--- src/rtl/axilite_tg_pkg.sv ---
// Shared definitions for the AXI4-Lite traffic generator.
//   tg_state_e      : controller state encoding
//   AXI_RESP_*      : AXI response codes used when judging B/R responses
//   ERR_CNT_WIDTH   : width of the saturating error counter
//   sat_inc()       : increment that sticks at all-ones
package axilite_tg_pkg;

  typedef enum logic [2:0] {
    ST_IDLE    = 3'd0,
    ST_WR_REQ  = 3'd1,
    ST_WR_RESP = 3'd2,
    ST_RD_REQ  = 3'd3,
    ST_RD_RESP = 3'd4,
    ST_FIN     = 3'd5
  } tg_state_e;

  localparam logic [1:0] AXI_RESP_OKAY   = 2'b00;
  localparam logic [1:0] AXI_RESP_SLVERR = 2'b10;

  localparam int ERR_CNT_WIDTH = 16;

  function automatic logic [ERR_CNT_WIDTH-1:0] sat_inc(input logic [ERR_CNT_WIDTH-1:0] v);
    return (v == {ERR_CNT_WIDTH{1'b1}}) ? v : v + ERR_CNT_WIDTH'(1);
  endfunction

endpackage

--- src/rtl/axilite_tg_watchdog.sv ---
// Per-phase watchdog for the traffic generator.
//   clk, rst : clock, synchronous active-high reset
//   clear    : reload the timer (asserted on every controller state change)
//   enable   : count while a transaction phase is in progress
//   expired  : TIMEOUT cycles have elapsed in the current phase
// Implemented as a down-counter loaded with TIMEOUT-1; the terminal count
// is flagged combinationally so the controller reacts on the same edge and
// timeout becomes visible exactly TIMEOUT cycles after phase entry.
module axilite_tg_watchdog #(
  parameter int TIMEOUT = 1024
) (
  input  logic clk,
  input  logic rst,
  input  logic clear,
  input  logic enable,
  output logic expired
);

  localparam int CNT_W = (TIMEOUT > 1) ? $clog2(TIMEOUT) : 1;
  localparam logic [CNT_W-1:0] LOAD = CNT_W'(TIMEOUT - 1);

  logic [CNT_W-1:0] cnt;

  always_ff @(posedge clk) begin
    if (rst) begin
      cnt <= LOAD;
    end else if (clear) begin
      cnt <= LOAD;
    end else if (enable && (cnt != '0)) begin
      cnt <= cnt - CNT_W'(1);
    end
  end

  assign expired = enable && (cnt == '0);

endmodule

--- src/rtl/axilite_traffic_gen.sv ---
// Scripted AXI4-Lite master: writes NUM_TXN words at BASE_ADDR + i*ADDR_STRIDE
// carrying DATA_SEED + i*DATA_INCR, then reads each back and checks it.
//   clk, rst          : clock, synchronous active-high reset
//   start             : one-cycle launch pulse (ignored unless idle)
//   busy/done/pass    : run status; done and pass hold until the next start
//   timeout           : run aborted by the per-phase watchdog
//   err_count         : saturating count of bad responses / data mismatches
//   m_axi_aw*/w*/b*   : write channels (one outstanding write)
//   m_axi_ar*/r*      : read channels (one outstanding read)
//
// state      | meaning
// -----------+----------------------------------------------------------
// IDLE       | waiting for start
// WR_REQ     | awvalid/wvalid held until each has its own handshake
// WR_RESP    | bready high, waiting for the write response
// RD_REQ     | arvalid held until arready
// RD_RESP    | rready high, waiting for read data to compare
// FIN        | publish done/pass, return to IDLE
module axilite_traffic_gen
  import axilite_tg_pkg::*;
#(
  parameter int                     ADDR_WIDTH   = 64,
  parameter int                     DATA_WIDTH   = 64,
  parameter int                     STROBE_WIDTH = DATA_WIDTH / 8,
  parameter int                     NUM_TXN      = 16,
  parameter logic [ADDR_WIDTH-1:0]  BASE_ADDR    = '0,
  parameter int                     ADDR_STRIDE  = 8,
  parameter logic [DATA_WIDTH-1:0]  DATA_SEED    = DATA_WIDTH'(64'hA5A5_0000_5A5A_0000),
  parameter logic [DATA_WIDTH-1:0]  DATA_INCR    = DATA_WIDTH'(64'h0000_0001_0000_0001),
  parameter int                     TIMEOUT      = 1024
) (
  input  logic                     clk,
  input  logic                     rst,
  input  logic                     start,
  output logic                     busy,
  output logic                     done,
  output logic                     pass,
  output logic                     timeout,
  output logic [ERR_CNT_WIDTH-1:0] err_count,
  output logic                     m_axi_awvalid,
  output logic [ADDR_WIDTH-1:0]    m_axi_awaddr,
  input  logic                     m_axi_awready,
  output logic                     m_axi_wvalid,
  input  logic                     m_axi_wready,
  output logic [STROBE_WIDTH-1:0]  m_axi_wstrb,
  output logic [DATA_WIDTH-1:0]    m_axi_wdata,
  input  logic                     m_axi_bvalid,
  output logic                     m_axi_bready,
  input  logic [1:0]               m_axi_bresp,
  output logic                     m_axi_arvalid,
  input  logic                     m_axi_arready,
  output logic [ADDR_WIDTH-1:0]    m_axi_araddr,
  input  logic                     m_axi_rvalid,
  output logic                     m_axi_rready,
  input  logic [1:0]               m_axi_rresp,
  input  logic [DATA_WIDTH-1:0]    m_axi_rdata
);

  localparam int IDX_W = (NUM_TXN > 1) ? $clog2(NUM_TXN) : 1;
  localparam logic [IDX_W-1:0] LAST_IDX = IDX_W'(NUM_TXN - 1);

  tg_state_e             state, state_nxt;
  logic [IDX_W-1:0]      idx;
  logic [ADDR_WIDTH-1:0] cur_addr;
  logic [DATA_WIDTH-1:0] cur_data;
  logic                  last;
  logic                  aw_ok, w_ok;
  logic                  rd_bad;
  logic                  wd_clear, wd_enable, wd_expired;

  // Address and data are pure functions of the index, so they are stable for
  // as long as a request is held.
  assign cur_addr = BASE_ADDR + ADDR_WIDTH'(idx) * ADDR_WIDTH'(ADDR_STRIDE);
  assign cur_data = DATA_SEED + DATA_WIDTH'(idx) * DATA_INCR;

  assign m_axi_awaddr = cur_addr;
  assign m_axi_araddr = cur_addr;
  assign m_axi_wdata  = cur_data;
  assign m_axi_wstrb  = '1;

  assign last = (idx == LAST_IDX);

  // A channel is satisfied once its valid has already dropped or it is being
  // accepted this cycle; AW and W may complete in either order.
  assign aw_ok  = !m_axi_awvalid || m_axi_awready;
  assign w_ok   = !m_axi_wvalid  || m_axi_wready;
  // A bad code together with bad data is still a single error.
  assign rd_bad = (m_axi_rresp != AXI_RESP_OKAY) || (m_axi_rdata != cur_data);

  always_comb begin
    state_nxt = state;
    case (state)
      ST_IDLE:    if (start) state_nxt = ST_WR_REQ;
      ST_WR_REQ:  if (wd_expired)      state_nxt = ST_FIN;
                  else if (aw_ok && w_ok) state_nxt = ST_WR_RESP;
      ST_WR_RESP: if (wd_expired)      state_nxt = ST_FIN;
                  else if (m_axi_bvalid) state_nxt = last ? ST_RD_REQ : ST_WR_REQ;
      ST_RD_REQ:  if (wd_expired)      state_nxt = ST_FIN;
                  else if (m_axi_arready) state_nxt = ST_RD_RESP;
      ST_RD_RESP: if (wd_expired)      state_nxt = ST_FIN;
                  else if (m_axi_rvalid) state_nxt = last ? ST_FIN : ST_RD_REQ;
      ST_FIN:     state_nxt = ST_IDLE;
      default:    state_nxt = ST_IDLE;
    endcase
  end

  assign wd_clear  = (state_nxt != state);
  assign wd_enable = (state == ST_WR_REQ) || (state == ST_WR_RESP) ||
                     (state == ST_RD_REQ) || (state == ST_RD_RESP);

  axilite_tg_watchdog #(
    .TIMEOUT (TIMEOUT)
  ) u_watchdog (
    .clk     (clk),
    .rst     (rst),
    .clear   (wd_clear),
    .enable  (wd_enable),
    .expired (wd_expired)
  );

  always_ff @(posedge clk) begin
    if (rst) begin
      state         <= ST_IDLE;
      idx           <= '0;
      busy          <= 1'b0;
      done          <= 1'b0;
      pass          <= 1'b0;
      timeout       <= 1'b0;
      err_count     <= '0;
      m_axi_awvalid <= 1'b0;
      m_axi_wvalid  <= 1'b0;
      m_axi_bready  <= 1'b0;
      m_axi_arvalid <= 1'b0;
      m_axi_rready  <= 1'b0;
    end else begin
      state <= state_nxt;
      case (state)
        ST_IDLE: begin
          if (start) begin
            idx           <= '0;
            busy          <= 1'b1;
            done          <= 1'b0;
            pass          <= 1'b0;
            timeout       <= 1'b0;
            err_count     <= '0;
            m_axi_awvalid <= 1'b1;
            m_axi_wvalid  <= 1'b1;
          end
        end
        ST_WR_REQ: begin
          if (wd_expired) begin
            timeout       <= 1'b1;
            m_axi_awvalid <= 1'b0;
            m_axi_wvalid  <= 1'b0;
          end else begin
            if (m_axi_awready) m_axi_awvalid <= 1'b0;
            if (m_axi_wready)  m_axi_wvalid  <= 1'b0;
            if (aw_ok && w_ok) m_axi_bready  <= 1'b1;
          end
        end
        ST_WR_RESP: begin
          if (wd_expired) begin
            timeout      <= 1'b1;
            m_axi_bready <= 1'b0;
          end else if (m_axi_bvalid) begin
            m_axi_bready <= 1'b0;
            if (m_axi_bresp != AXI_RESP_OKAY) err_count <= sat_inc(err_count);
            if (last) begin
              idx           <= '0;
              m_axi_arvalid <= 1'b1;
            end else begin
              idx           <= idx + IDX_W'(1);
              m_axi_awvalid <= 1'b1;
              m_axi_wvalid  <= 1'b1;
            end
          end
        end
        ST_RD_REQ: begin
          if (wd_expired) begin
            timeout       <= 1'b1;
            m_axi_arvalid <= 1'b0;
          end else if (m_axi_arready) begin
            m_axi_arvalid <= 1'b0;
            m_axi_rready  <= 1'b1;
          end
        end
        ST_RD_RESP: begin
          if (wd_expired) begin
            timeout      <= 1'b1;
            m_axi_rready <= 1'b0;
          end else if (m_axi_rvalid) begin
            m_axi_rready <= 1'b0;
            if (rd_bad) err_count <= sat_inc(err_count);
            if (!last) begin
              idx           <= idx + IDX_W'(1);
              m_axi_arvalid <= 1'b1;
            end
          end
        end
        ST_FIN: begin
          busy <= 1'b0;
          done <= 1'b1;
          pass <= (err_count == '0) && !timeout;
        end
        default: ;
      endcase
    end
  end

endmodule

--- config.mk ---
export PLATFORM = sky130hd
export DESIGN_NAME = axilite_traffic_gen
export DESIGN_NICKNAME = d
export VERILOG_FILES = /design/src/rtl/axilite_tg_pkg.sv /design/src/rtl/axilite_tg_watchdog.sv /design/src/rtl/axilite_traffic_gen.sv
export SDC_FILE = /design/constraint.sdc
export NUM_CORES = 1
export LEC_CHECK = 0
export ABC_AREA = 1
export BUFFER_PORTS_ARGS = -buffer_cell sky130_fd_sc_hd__buf_2
export CAP_MARGIN = 20
export CORE_AREA = 2 2 116 118
export CTS_CLUSTER_DIAMETER = 30
export DETAILED_ROUTE_END_ITERATION = 6
export DIE_AREA = 0 0 118 120
export MAX_ROUTING_LAYER = met4
export PLACE_DENSITY = 0.74
export SYNTH_ARGS = -nofsm -noshare
export SYNTH_HDL_FRONTEND = slang
export SYNTH_SLANG_ARGS = --single-unit
--- constraint.sdc ---
create_clock -name clk -period 4.6 [get_ports clk]
set_input_delay 0.69 -clock clk [delete_from_list [all_inputs] [get_ports clk]]
set_output_delay 0.69 -clock clk [all_outputs]
set_load 0.01 [all_outputs]
==> flow_summary.rst <==
.. list-table::
   :header-rows: 1

   * - Metric
     - Value
   * - Sink of the worst hold path
     - m_axi_rready
   * - Worst setup timing slack at the placement stage
     - 2.42 ns
   * - Worst IR Drop VDD
     - roughly 0.00013 V
   * - Proportion of power drawn by combinational gates
     - 35.0%
   * - CP Cell Sequence
     - inv_1, ha_1, nand2_1, nor2_1, nand2_1, nand2_1, a21oi_4, nand3_4, nor2_1, nor2_1
   * - Largest net degree at the start of global routing
     - 20
   * - Delay of the slowest cell on the worst path
     - 0.37 ns
   * - Final Setup Violations
     - 0
   * - Final min period
     - 2.10 ns
   * - Final count of hold timing violations
     - 0
   * - CTS hold repair buffers
     - 0
   * - Cell accounting for the most synthesized area
     - sky130_fd_sc_hd__buf_4
   * - Actual transition at the worst max-transition pin
     - 0.627 ns
   * - Total cell area at the placement stage
     - 4740 um^2
   * - P&R area growth vs syn
     - 2.73%
   * - Final weighted congestion in routability-driven placement
     - 0.978
   * - Worst-case clock skew
     - 0.00445 ns
   * - Clock network latency to the later pin of the worst-skew pair
     - 0.29 ns
   * - Cell type of the slowest stage on the worst timing path
     - sky130_fd_sc_hd__a21oi_4
   * - Number of buffers on the longest clock path
     - 2
   * - Unrepaired setup endpoints after global routing
     - false
   * - Cell chosen for the clock root
     - sky130_fd_sc_hd__clkbuf_16
   * - Worst-case reg-to-reg path depth
     - 10
   * - Die Width
     - between 100 and 150 um
   * - Worst hold path class
     - reg2reg
   * - Sort of element at the start of the critical path
     - register
   * - Total global routing overflow
     - 0
   * - DP HPWL
     - 9060 um
   * - Drt initial violations
     - ~250
   * - First-pass iteration count of the detailed router
     - 5
   * - Worst endpoint data arrival time
     - 2.29 ns
   * - #FFs+latches synth
     - 42
   * - Reg-to-reg critical path startpoint
     - u_watchdog.cnt[0]
   * - Initial antenna violation count
     - 0
   * - Global-route usage over all layers
     - between 15 and 20%
   * - Share of Yosys cell area claimed by the top area cell type
     - 31.1%
   * - Total placed cells including tap cells
     - 1,037
   * - Count of buffer and inverter cells on the critical path
     - 1
   * - First-pass GRT wire length
     - 17,400 um
   * - Final setup margin
     - ~2.5 ns
   * - Ys Warns
     - 0
   * - Remaining routing DRC violations
     - 0
   * - Initial Utilization
     - 36.8%
   * - Summed area of non-filler cells in the final layout
     - 4900 um^2
   * - Run status
     - completed
   * - Total power divided by cell area
     - around 270 nW/um^2
   * - Clock network fraction of design power
     - 30.8%
   * - H-tree levels
     - 2
   * - Biggest fanout along the worst timing path
     - 19
   * - Core footprint
     - 13,000 um^2
   * - Reg2Reg Setup Slack
     - 2.50 ns
   * - Fillcell total
     - 1,392
   * - Final Cycle Share
     - 45.7%
   * - Most used cells in the layout excluding fill and tap cells
     - sky130_fd_sc_hd__conb_1, sky130_fd_sc_hd__nand2_1, sky130_fd_sc_hd__buf_2
   * - WL final
     - approximately 11,000 um
   * - Async set-reset flop share out of synthesis
     - 0%
   * - Switching portion of total power
     - between 30 and 40%
   * - Antenna diode count
     - 0
   * - Finished Layout Cells
     - 1,045
   * - Net switching power
     - 514 uW
   * - Post-DRT Antenna Nets
     - 0
   * - Top-level port count
     - 301
   * - Number of enable-type register cells in the synthesized netlist
     - 0
   * - Family with the most delay on the worst path
     - simple AND/OR/NAND/NOR gates
   * - Cts repair resizes
     - 0
   * - Post-Synthesis Cell Area
     - 4770 um^2
   * - WL per Instance
     - 10.6 um
   * - Max Cap Viol
     - 0
   * - Vias after detailed routing
     - 4,348
   * - Type of the worst setup path
     - reg2reg
   * - Die Ht
     - 120 um
   * - Netlist cell types
     - 36
   * - Fin Setup TNS
     - 0 ns
   * - Post-detailed-route via-to-cell ratio
     - approximately 4.2
   * - Top flip-flop cell by instance count after synthesis
     - sky130_fd_sc_hd__dfxtp_1
   * - Clock tree from TritonCTS
     - done
   * - Sequential Power Share
     - ~34%
   * - Site Rows
     - 42
   * - Sinks on Clock Net
     - 42
   * - Core utilization of the finished layout
     - a little under two fifths
   * - Area of the die
     - 14,200 um^2
   * - Cell-internal power
     - 798 uW
   * - Max Clk Rate
     - 0.475 GHz
   * - Number of post-CTS setup repair buffers
     - 0
   * - Startpoint of the lowest-slack hold path
     - m_axi_rready
   * - Cells after synthesis
     - roughly 770
   * - Sequential cell area fraction in the yosys report
     - between 15 and 20%
   * - CTS buffer count
     - 5
   * - Most area-consuming cells after synthesis
     - sky130_fd_sc_hd__buf_4, sky130_fd_sc_hd__dfxtp_1, sky130_fd_sc_hd__nand2_1
   * - Capture point of the worst reg-to-reg path
     - err_count[3]
   * - Final Max Tran Viols
     - 0
   * - Relative slew slack
     - 58.2%
   * - Via count of the first global-routing pass
     - between 3,000 and 4,000
   * - Type of element capturing the critical path
     - register
   * - Mean cell area of the mapped netlist
     - 6.22 um^2
   * - CTS clock-pin slew for the worst setup and hold paths
     - approximately 0.06 ns
   * - Port Buffer Count
     - 116
   * - Leakage power
     - ~2.8 nW
   * - Most common cell after layout, fill and taps aside
     - sky130_fd_sc_hd__conb_1
   * - Hold Path Depth
     - 2
   * - Share of final-layout standard cells stronger than drive strength 1
     - roughly 17%
   * - Final net count
     - 949
   * - Required time reported for the critical path endpoint
     - about 4.8 ns
==> metrics by stage <==
step,power [mW],hold slack [ns]
after floorplan,0.909,0.469
after global placement,0.905,0.437
after detailed placement,0.911,0.451
after CTS,1.32,0.463
after global routing,1.40,0.485
final,1.31,0.459
==> state kept, by name, indices dropped and copies added (netlist names) <==
signal,cells
timeout,1
err_count,16
m_axi_bready,1
busy,1
done,1
m_axi_wvalid,1
m_axi_arvalid,1
idx,4
u_watchdog.cnt,10
m_axi_awvalid,1
pass,1
state,3
m_axi_rready,1
==> metal layers <==
layer | vias to the layer above | track usage, % | part of all wire, %
met5 | - | - | 0
met4 | 0 | 3.92 | 1.2
met3 | 15 | 2.66 | 6.9
met2 | 211 | 24.2 | 46
met1 | 1910 | 20.3 | 46
li1 | 2212 | - | -
==> power by group through the flow <==
stage	clock, mW	sequential (mW)	combinational, mW
after detailed placement	0	0.457	0.454
after floorplan	0	0.453	0.455
after CTS	0.415	0.449	0.456
after global routing	0.428	0.456	0.520
final	0.404	0.449	0.459
after global placement	0	0.457	0.447
==> worst register-to-register path, delay by kind of cell (launching register included) <==
family                   cells  cell delay (ns)
AO/OA/AOI/OAI                1             0.37
adder cells (fa/ha/maj)      1             0.25
buffers and inverters        1             0.12
flip-flops                   1             0.35
AND/OR/NAND/NOR              7             0.92
==> final cells by class <==
| type | instances | area, um^2 | area share, % |
|---|---|---|---|
| inverters | 102 | 383 | 7.81 |
| clock buffers | 5 | 125 | 2.55 |
| clock inverters | 3 | 40.0 | 0.817 |
| repair buffers | 116 | 581 | 11.8 |
| multi-input cells | 601 | 2710 | 55.3 |
| flip-flops and latches | 42 | 841 | 17.2 |
| well taps | 176 | 220 | 4.49 |
==> cell usage after synthesis, types with 2 or more instances <==
| master | n |
|---|---|
| sky130_fd_sc_hd__buf_4 | 198 |
| sky130_fd_sc_hd__nand2_1 | 157 |
| sky130_fd_sc_hd__inv_1 | 97 |
| sky130_fd_sc_hd__nor2_1 | 94 |
| sky130_fd_sc_hd__dfxtp_1 | 42 |
| sky130_fd_sc_hd__nand4_1 | 38 |
| sky130_fd_sc_hd__nand3_1 | 27 |
| sky130_fd_sc_hd__a21oi_1 | 21 |
| sky130_fd_sc_hd__o21ai_0 | 17 |
| sky130_fd_sc_hd__nor3_1 | 10 |
| sky130_fd_sc_hd__xor2_1 | 10 |
| sky130_fd_sc_hd__nand2_2 | 6 |
| sky130_fd_sc_hd__ha_1 | 5 |
| sky130_fd_sc_hd__inv_2 | 5 |
| sky130_fd_sc_hd__or2_2 | 5 |
| sky130_fd_sc_hd__clkbuf_1 | 3 |
| sky130_fd_sc_hd__nand3_4 | 3 |
| sky130_fd_sc_hd__o21bai_1 | 3 |
| sky130_fd_sc_hd__and2_1 | 2 |
| sky130_fd_sc_hd__buf_2 | 2 |
| sky130_fd_sc_hd__conb_1 | 2 |
| sky130_fd_sc_hd__nor2_2 | 2 |
| sky130_fd_sc_hd__nor2_4 | 2 |
| sky130_fd_sc_hd__nor3b_1 | 2 |
| sky130_fd_sc_hd__nor4_1 | 2 |
| sky130_fd_sc_hd__o211ai_1 | 2 |
==> worst max path at each step <==
stage | startpoint | to | slack (ns) | cells past startpoint
finish | u_watchdog.cnt[0] | err_count[3] | 2.50 | 10
global route | idx[0] | u_watchdog.cnt[4] | 2.22 | 10
CTS | idx[0] | u_watchdog.cnt[5] | 2.45 | 10
detailed placement | m_axi_rdata[36] | err_count[4] | 2.42 | 12
global placement | m_axi_rdata[36] | err_count[3] | 2.44 | 12
floorplan | idx[0] | u_watchdog.cnt[0] | 2.86 | 10
==> cell families after synthesis <==
logic type	Yosys count	share of synthesized area, %
flip-flops	42	17.6
AO/OA/AOI/OAI	47	5.58
AND/OR/NAND/NOR	354	33.5
other	2	0.157
adder cells (fa/ha/maj)	5	1.31
buffers and inverters	306	39.9
XOR/XNOR	11	2.02
(Power assumes the default switching activity.)
